--- src/rtl/mem_halfword_load_if.sv ---
// Data-memory read bus between the half-word load unit and data memory.
//   memReq  : request, held for the whole access
//   memAddr : word-aligned byte address
//   memAck  : read data valid this cycle
//   memData : little-endian read word
// master = load unit side, slave = memory side.
interface mem_halfword_load_if;
    logic        memReq;
    logic [31:0] memAddr;
    logic        memAck;
    logic [31:0] memData;

    modport master (
        output memReq,
        output memAddr,
        input  memAck,
        input  memData
    );

    modport slave (
        input  memReq,
        input  memAddr,
        output memAck,
        output memData
    );
endinterface

--- src/rtl/mem_halfword_load.sv ---
// Memory-stage half-word load unit.
// Takes a half-word load from EX/MEM, issues a word-aligned read on the memory
// bus, picks the addressed 16-bit half of the returned word and hands it, with
// the captured sign/zero select, to the downstream extender. Stalls the
// pipeline while the access is outstanding; flags misaligned loads and
// accesses that receive no ack within TIMEOUT request cycles.
// Ports:
//   clk, reset_n            : clock (rising edge), async active-low reset
//   loadReq/loadAddr        : load request and byte address from EX/MEM
//   SIG_ExtHalf             : 1 = sign extend, 0 = zero extend
//   mem                     : memory read bus (master side)
//   halfWord/SIG_ExtHalfOut : selected half word and extend select to extender
//   halfValid               : one-cycle pulse, halfWord is new
//   stall                   : freezes the upstream pipeline
//   alignErr/timeoutErr     : one-cycle error pulses
module mem_halfword_load #(
    parameter int unsigned TIMEOUT = 16,
    parameter int unsigned CNT_W   = 8
) (
    input  logic                        clk,
    input  logic                        reset_n,
    input  logic                        loadReq,
    input  logic [31:0]                 loadAddr,
    input  logic                        SIG_ExtHalf,
    mem_halfword_load_if.master         mem,
    output logic [15:0]                 halfWord,
    output logic                        SIG_ExtHalfOut,
    output logic                        halfValid,
    output logic                        stall,
    output logic                        alignErr,
    output logic                        timeoutErr
);

    localparam logic [CNT_W-1:0] CntLast = CNT_W'(TIMEOUT - 1);

    typedef enum logic [1:0] {StIdle, StReq, StDone} state_e;

    state_e             state_q, state_d;
    // Bit 0 of an accepted address is always 0, so it is not stored.
    logic [31:1]        addr_q, addr_d;
    logic               ext_sel_q, ext_sel_d;
    logic [CNT_W-1:0]   cnt_q, cnt_d;
    logic [15:0]        half_q, half_d;
    logic               ext_out_q, ext_out_d;
    logic               align_err_q, align_err_d;
    logic               timeout_err_q, timeout_err_d;

    always_comb begin
        state_d       = state_q;
        addr_d        = addr_q;
        ext_sel_d     = ext_sel_q;
        cnt_d         = cnt_q;
        half_d        = half_q;
        ext_out_d     = ext_out_q;
        align_err_d   = 1'b0;
        timeout_err_d = 1'b0;

        unique case (state_q)
            StIdle: begin
                if (loadReq) begin
                    if (loadAddr[0]) begin
                        align_err_d = 1'b1;
                    end else begin
                        addr_d    = loadAddr[31:1];
                        ext_sel_d = SIG_ExtHalf;
                        cnt_d     = '0;
                        state_d   = StReq;
                    end
                end
            end
            StReq: begin
                if (mem.memAck) begin
                    half_d    = addr_q[1] ? mem.memData[31:16] : mem.memData[15:0];
                    ext_out_d = ext_sel_q;
                    state_d   = StDone;
                end else if (cnt_q == CntLast) begin
                    timeout_err_d = 1'b1;
                    state_d       = StIdle;
                end else begin
                    cnt_d = cnt_q + 1'b1;
                end
            end
            // loadReq here still belongs to the retiring load, so it is ignored.
            StDone: state_d = StIdle;
            default: state_d = StIdle;
        endcase
    end

    always_ff @(posedge clk or negedge reset_n) begin
        if (!reset_n) begin
            state_q       <= StIdle;
            addr_q        <= '0;
            ext_sel_q     <= 1'b0;
            cnt_q         <= '0;
            half_q        <= '0;
            ext_out_q     <= 1'b0;
            align_err_q   <= 1'b0;
            timeout_err_q <= 1'b0;
        end else begin
            state_q       <= state_d;
            addr_q        <= addr_d;
            ext_sel_q     <= ext_sel_d;
            cnt_q         <= cnt_d;
            half_q        <= half_d;
            ext_out_q     <= ext_out_d;
            align_err_q   <= align_err_d;
            timeout_err_q <= timeout_err_d;
        end
    end

    always_comb begin
        mem.memReq     = (state_q == StReq);
        mem.memAddr    = (state_q == StReq) ? {addr_q[31:2], 2'b00} : 32'h0;
        halfWord       = half_q;
        SIG_ExtHalfOut = ext_out_q;
        halfValid      = (state_q == StDone);
        alignErr       = align_err_q;
        timeoutErr     = timeout_err_q;
        // Gated by reset so the pipeline is never frozen while reset is held.
        stall          = reset_n &
                         (((state_q == StIdle) & loadReq & ~loadAddr[0]) | (state_q == StReq));
    end

endmodule

--- src/flat_wrapper.sv ---
// flat-port wrapper written by rule: the top's interface ports become plain ports
module mem_halfword_load_flat 
#(
    parameter int unsigned TIMEOUT = 16,
    parameter int unsigned CNT_W   = 8
)
  (clk, reset_n, loadReq, loadAddr, SIG_ExtHalf, halfWord, SIG_ExtHalfOut, halfValid, stall, alignErr, timeoutErr, mem_memReq, mem_memAddr, mem_memAck, mem_memData);
  mem_halfword_load_if mem_i ();
  input  logic clk;
  input  logic reset_n;
  input  logic loadReq;
  input  logic [31:0] loadAddr;
  input  logic SIG_ExtHalf;
  output logic [15:0] halfWord;
  output logic SIG_ExtHalfOut;
  output logic halfValid;
  output logic stall;
  output logic alignErr;
  output logic timeoutErr;
  output wire logic [$bits(mem_i.memReq)-1:0] mem_memReq;
  output wire logic [$bits(mem_i.memAddr)-1:0] mem_memAddr;
  input wire logic [$bits(mem_i.memAck)-1:0] mem_memAck;
  input wire logic [$bits(mem_i.memData)-1:0] mem_memData;
  assign mem_memReq = mem_i.memReq;
  assign mem_memAddr = mem_i.memAddr;
  assign mem_i.memAck = mem_memAck;
  assign mem_i.memData = mem_memData;
  mem_halfword_load #(.TIMEOUT(TIMEOUT), .CNT_W(CNT_W)) u_core (.clk(clk), .reset_n(reset_n), .loadReq(loadReq), .loadAddr(loadAddr), .SIG_ExtHalf(SIG_ExtHalf), .mem(mem_i), .halfWord(halfWord), .SIG_ExtHalfOut(SIG_ExtHalfOut), .halfValid(halfValid), .stall(stall), .alignErr(alignErr), .timeoutErr(timeoutErr));
endmodule
--- config.mk ---
export PLATFORM = sky130hd
export DESIGN_NAME = mem_halfword_load_flat
export DESIGN_NICKNAME = d
export VERILOG_FILES = /design/src/rtl/mem_halfword_load_if.sv /design/src/rtl/mem_halfword_load.sv /design/src/flat_wrapper.sv
export SDC_FILE = /design/constraint.sdc
export NUM_CORES = 1
export LEC_CHECK = 0
export ABC_AREA = 1
export CORE_ASPECT_RATIO = 0.7
export CORE_UTILIZATION = 46
export CTS_CLUSTER_SIZE = 30
export DETAILED_ROUTE_END_ITERATION = 16
export PLACE_DENSITY = 0.85
export SLEW_MARGIN = 20
export SYNTH_ARGS = -nofsm -noshare
export SYNTH_HDL_FRONTEND = slang
export SYNTH_SLANG_ARGS = --single-unit
--- constraint.sdc ---
create_clock -name clk -period 2.4 [get_ports clk]
set_input_delay 0.36 -clock clk [delete_from_list [all_inputs] [get_ports clk]]
set_output_delay 0.36 -clock clk [all_outputs]
set_load 0.005 [all_outputs]
==> results_dict.tcl <==
set metrics [dict create \
    cp_num_buf_inv 3 \
    grtUsageTotal_pct 21.5 \
    rr_endpoint "u_core.halfWord[9]" \
    drv_slew 0 \
    post-route-util_pct 73.6 \
    final_cells 570 \
    timing.slew.headroom_pct 37.0 \
    synth_top_area_cell "dfrtp_1" \
    start_util_pct 49.6 \
    cp.depth 5 \
    synth_area_leaders "dfrtp_1 (52%), nand2_1 (9.7%), nor2_1 (9.5%), inv_1 (7.5%), a21oi_1 (5.1%)" \
    endpoint "mem_memAddr[7]" \
    dp_hpwl_um 5000 \
    outcome "completed" \
    avgSynthCellArea_um2 7.86 \
    cts_tree "yes" \
    r2r_cells 6 \
    hold_class "in -> async" \
    cts.sinks 61 \
    core_area_um2 5930 \
    clkLatencyLatePin_ps 330 \
    rows 23 \
    antenna_found_initial 0 \
    max_cap_viol_count 0 \
    synth_seq_cells 61 \
    portBuffers 120 \
    grt_pass1_vias 2385 \
    worstPathRequired_ps 2040 \
    finalHoldViolCount 0 \
    synth_common_cells "nand2_1 (76), nor2_1 (74), dfrtp_1 (61)" \
    pwr_density_cell_nw_per_um2 810 \
    leakage_nw 2.15 \
    post_cts_buffers 0 \
    dieArea_um2 6710 \
    num_vias 2649 \
    grt_start_max_net_pins 66 \
    cts_resized 0 \
    nets 560 \
    antenna_cells 0 \
    tightestPinTransition_ps 944 \
    fin_skew_ps 7.95 \
    dr.pass1.iters 4 \
    ctsHoldBuffers 0 \
    ant_nets 0 \
    crit_path_cell_trace "inv_1 > nand2_2 > buf_6 > nor2_1 > clkdlybuf4s50_1" \
    crit_arrival_ps 1880 \
    viasPerCell 4.65 \
    syn_inst 374 \
    ir_worst_vdd_mv 0.424 \
    cts_max_level 3 \
    cts_buffers 9 \
    yosysUniqueCellTypes 25 \
    r2r-start "u_core.state_q[1]" \
    synth.most_common_cell "nand2_1" \
    dp_cells 554 \
    crit_path_start_kind "register" \
    grt-ovfl-total 0 \
    dieWidth_um 97.5 \
    yosysWarnings 0 \
    syn_area_um2 2940 \
    crit_family "buffers and inverters" \
    wire_per_inst_um 12.0 \
    ios 123 \
    fillers 451 \
    fin_crit_sh_pct 93.3 \
    end_kind "output pin" \
    cp_max_fo 27 \
    drtIter0Drc 102 \
    cts_root_buf "clkbuf_8" \
    fin_total_pwr_w 0.00353 \
    clk_pin_slew_ps 60 \
    max_stage_delay_ps 540 \
    synth-edff-count 0 \
    grt_pass1_wl_um 11000 \
    max_clock_freq_mhz 447 \
    rsz0062_at_grt "false" \
    wirelength_um 6850 \
    cts.path.max_buffers 2 \
    rrSetupSlack_ps 810 \
    die_y_um 68.9 \
    finalSetupViolations 0 \
    yosys.area.top_type_share_pct 52.0 \
    gp_congestion 0.846 \
    crit_path_top_delay_cell "clkdlybuf4s50_1" \
    syn_to_final_growth_pct 48.6 \
    drive_gt1_share_pct 5.66 \
    yosysSeqAreaShare_pct 52.0 \
    synthFlopType "dfrtp_1" \
    drc_errors 0 \
    critical_path.startpoint "u_core.state_q[1]" \
    path_class "reg -> out" \
    finalCriticalPeriod_ps 2240 \
    setup_tns_ps 0 \
    synth-async-reset-ratio_pct 100 \
]
[where the power goes]
| part | internal [W] | total [W] | switching (W) |
|---|---|---|---|
| Clock | 0.000638 | 0.00101 | 0.000375 |
| Sequential | 0.00130 | 0.00145 | 0.000153 |
| Combinational | 0.000605 | 0.00107 | 0.000465 |
[worst reg2reg max path: cells and delay by family, from the launching register on]
kind / cells / cell delay (ps)
buf+inv: 2 / 320
simple gates: 3 / 620
flops: 1 / 410
compound gates: 1 / 170
[per-layer routing]
metal  global-route usage, %  share of wire, %  vias up
li1                        -                 -     1372
met1                    26.1                45     1189
met2                    34.2                45       83
met3                    10.5               9.1        5
met4                    6.80              0.63        0
met5                       0                 0        -
[registers in the layout, indices dropped and copies added (netlist names)]
register / count
u_core.alignErr: 1
u_core.state_q: 2
u_core.cnt_q: 8
u_core.addr_q: 31
u_core.halfWord: 16
u_core.ext_sel_q: 1
u_core.timeoutErr: 1
u_core.SIG_ExtHalfOut: 1
[logic make-up after synthesis]
group	Yosys count	share of synthesized area, %
and+or+nand+nor	163	22.4
adders and majority gates	1	0.426
buffers and inverters	80	11.9
DFF	61	52.0
xor gates and xnor gates	1	0.298
AOI/OAI and AO/OA	67	12.9
other	1	0.128
[through the flow]
step | instance area, µm² | hold WS [ps] | setup WS, ps
2_1_floorplan | 2940 | 64.4 | 981
3_3_place_gp | 4140 | 460 | 396
3_5_place_dp | 4140 | 482 | 387
4_1_cts | 4360 | 258 | 65.9
5_1_grt | 4370 | 299 | 22.4
6_report | 4370 | 235 | 161
[worst min path at each step]
stage	depth (start not counted)	slack, ps	start	to
finish	2	230	reset_n	u_core.addr_q[30]
global route	2	300	reset_n	u_core.addr_q[4]
CTS	2	260	reset_n	u_core.addr_q[4]
detailed placement	2	480	u_core.ext_sel_q	u_core.SIG_ExtHalfOut
global placement	2	460	u_core.ext_sel_q	u_core.SIG_ExtHalfOut
floorplan	0	60	reset_n	u_core.SIG_ExtHalfOut
[layout by cell type, fill, tap and decap left out, types with 3 or more instances in the layout]
cell type / netlist / routed
clkdlybuf4s50_1: 0 / 119
nand2_1: 76 / 76
nor2_1: 74 / 74
dfrtp_1: 61 / 61
inv_1: 59 / 59
a21oi_1: 30 / 30
o21ai_0: 18 / 18
o211ai_1: 16 / 16
clkbuf_8: 0 / 11
buf_4: 4 / 3
[cell type report]
| type | instances | area [µm²] | area share [%] |
|---|---|---|---|
| sequential | 61 | 1530 | 35.0 |
| timing repair buffer | 124 | 1230 | 28.2 |
| multi-input combinational | 234 | 1060 | 24.4 |
| inverter | 60 | 225 | 5.16 |
| clock buffer | 12 | 155 | 3.55 |
| tap | 75 | 93.8 | 2.15 |
| clock inverter | 4 | 70.1 | 1.61 |
Power figures use the tool's default switching activity.
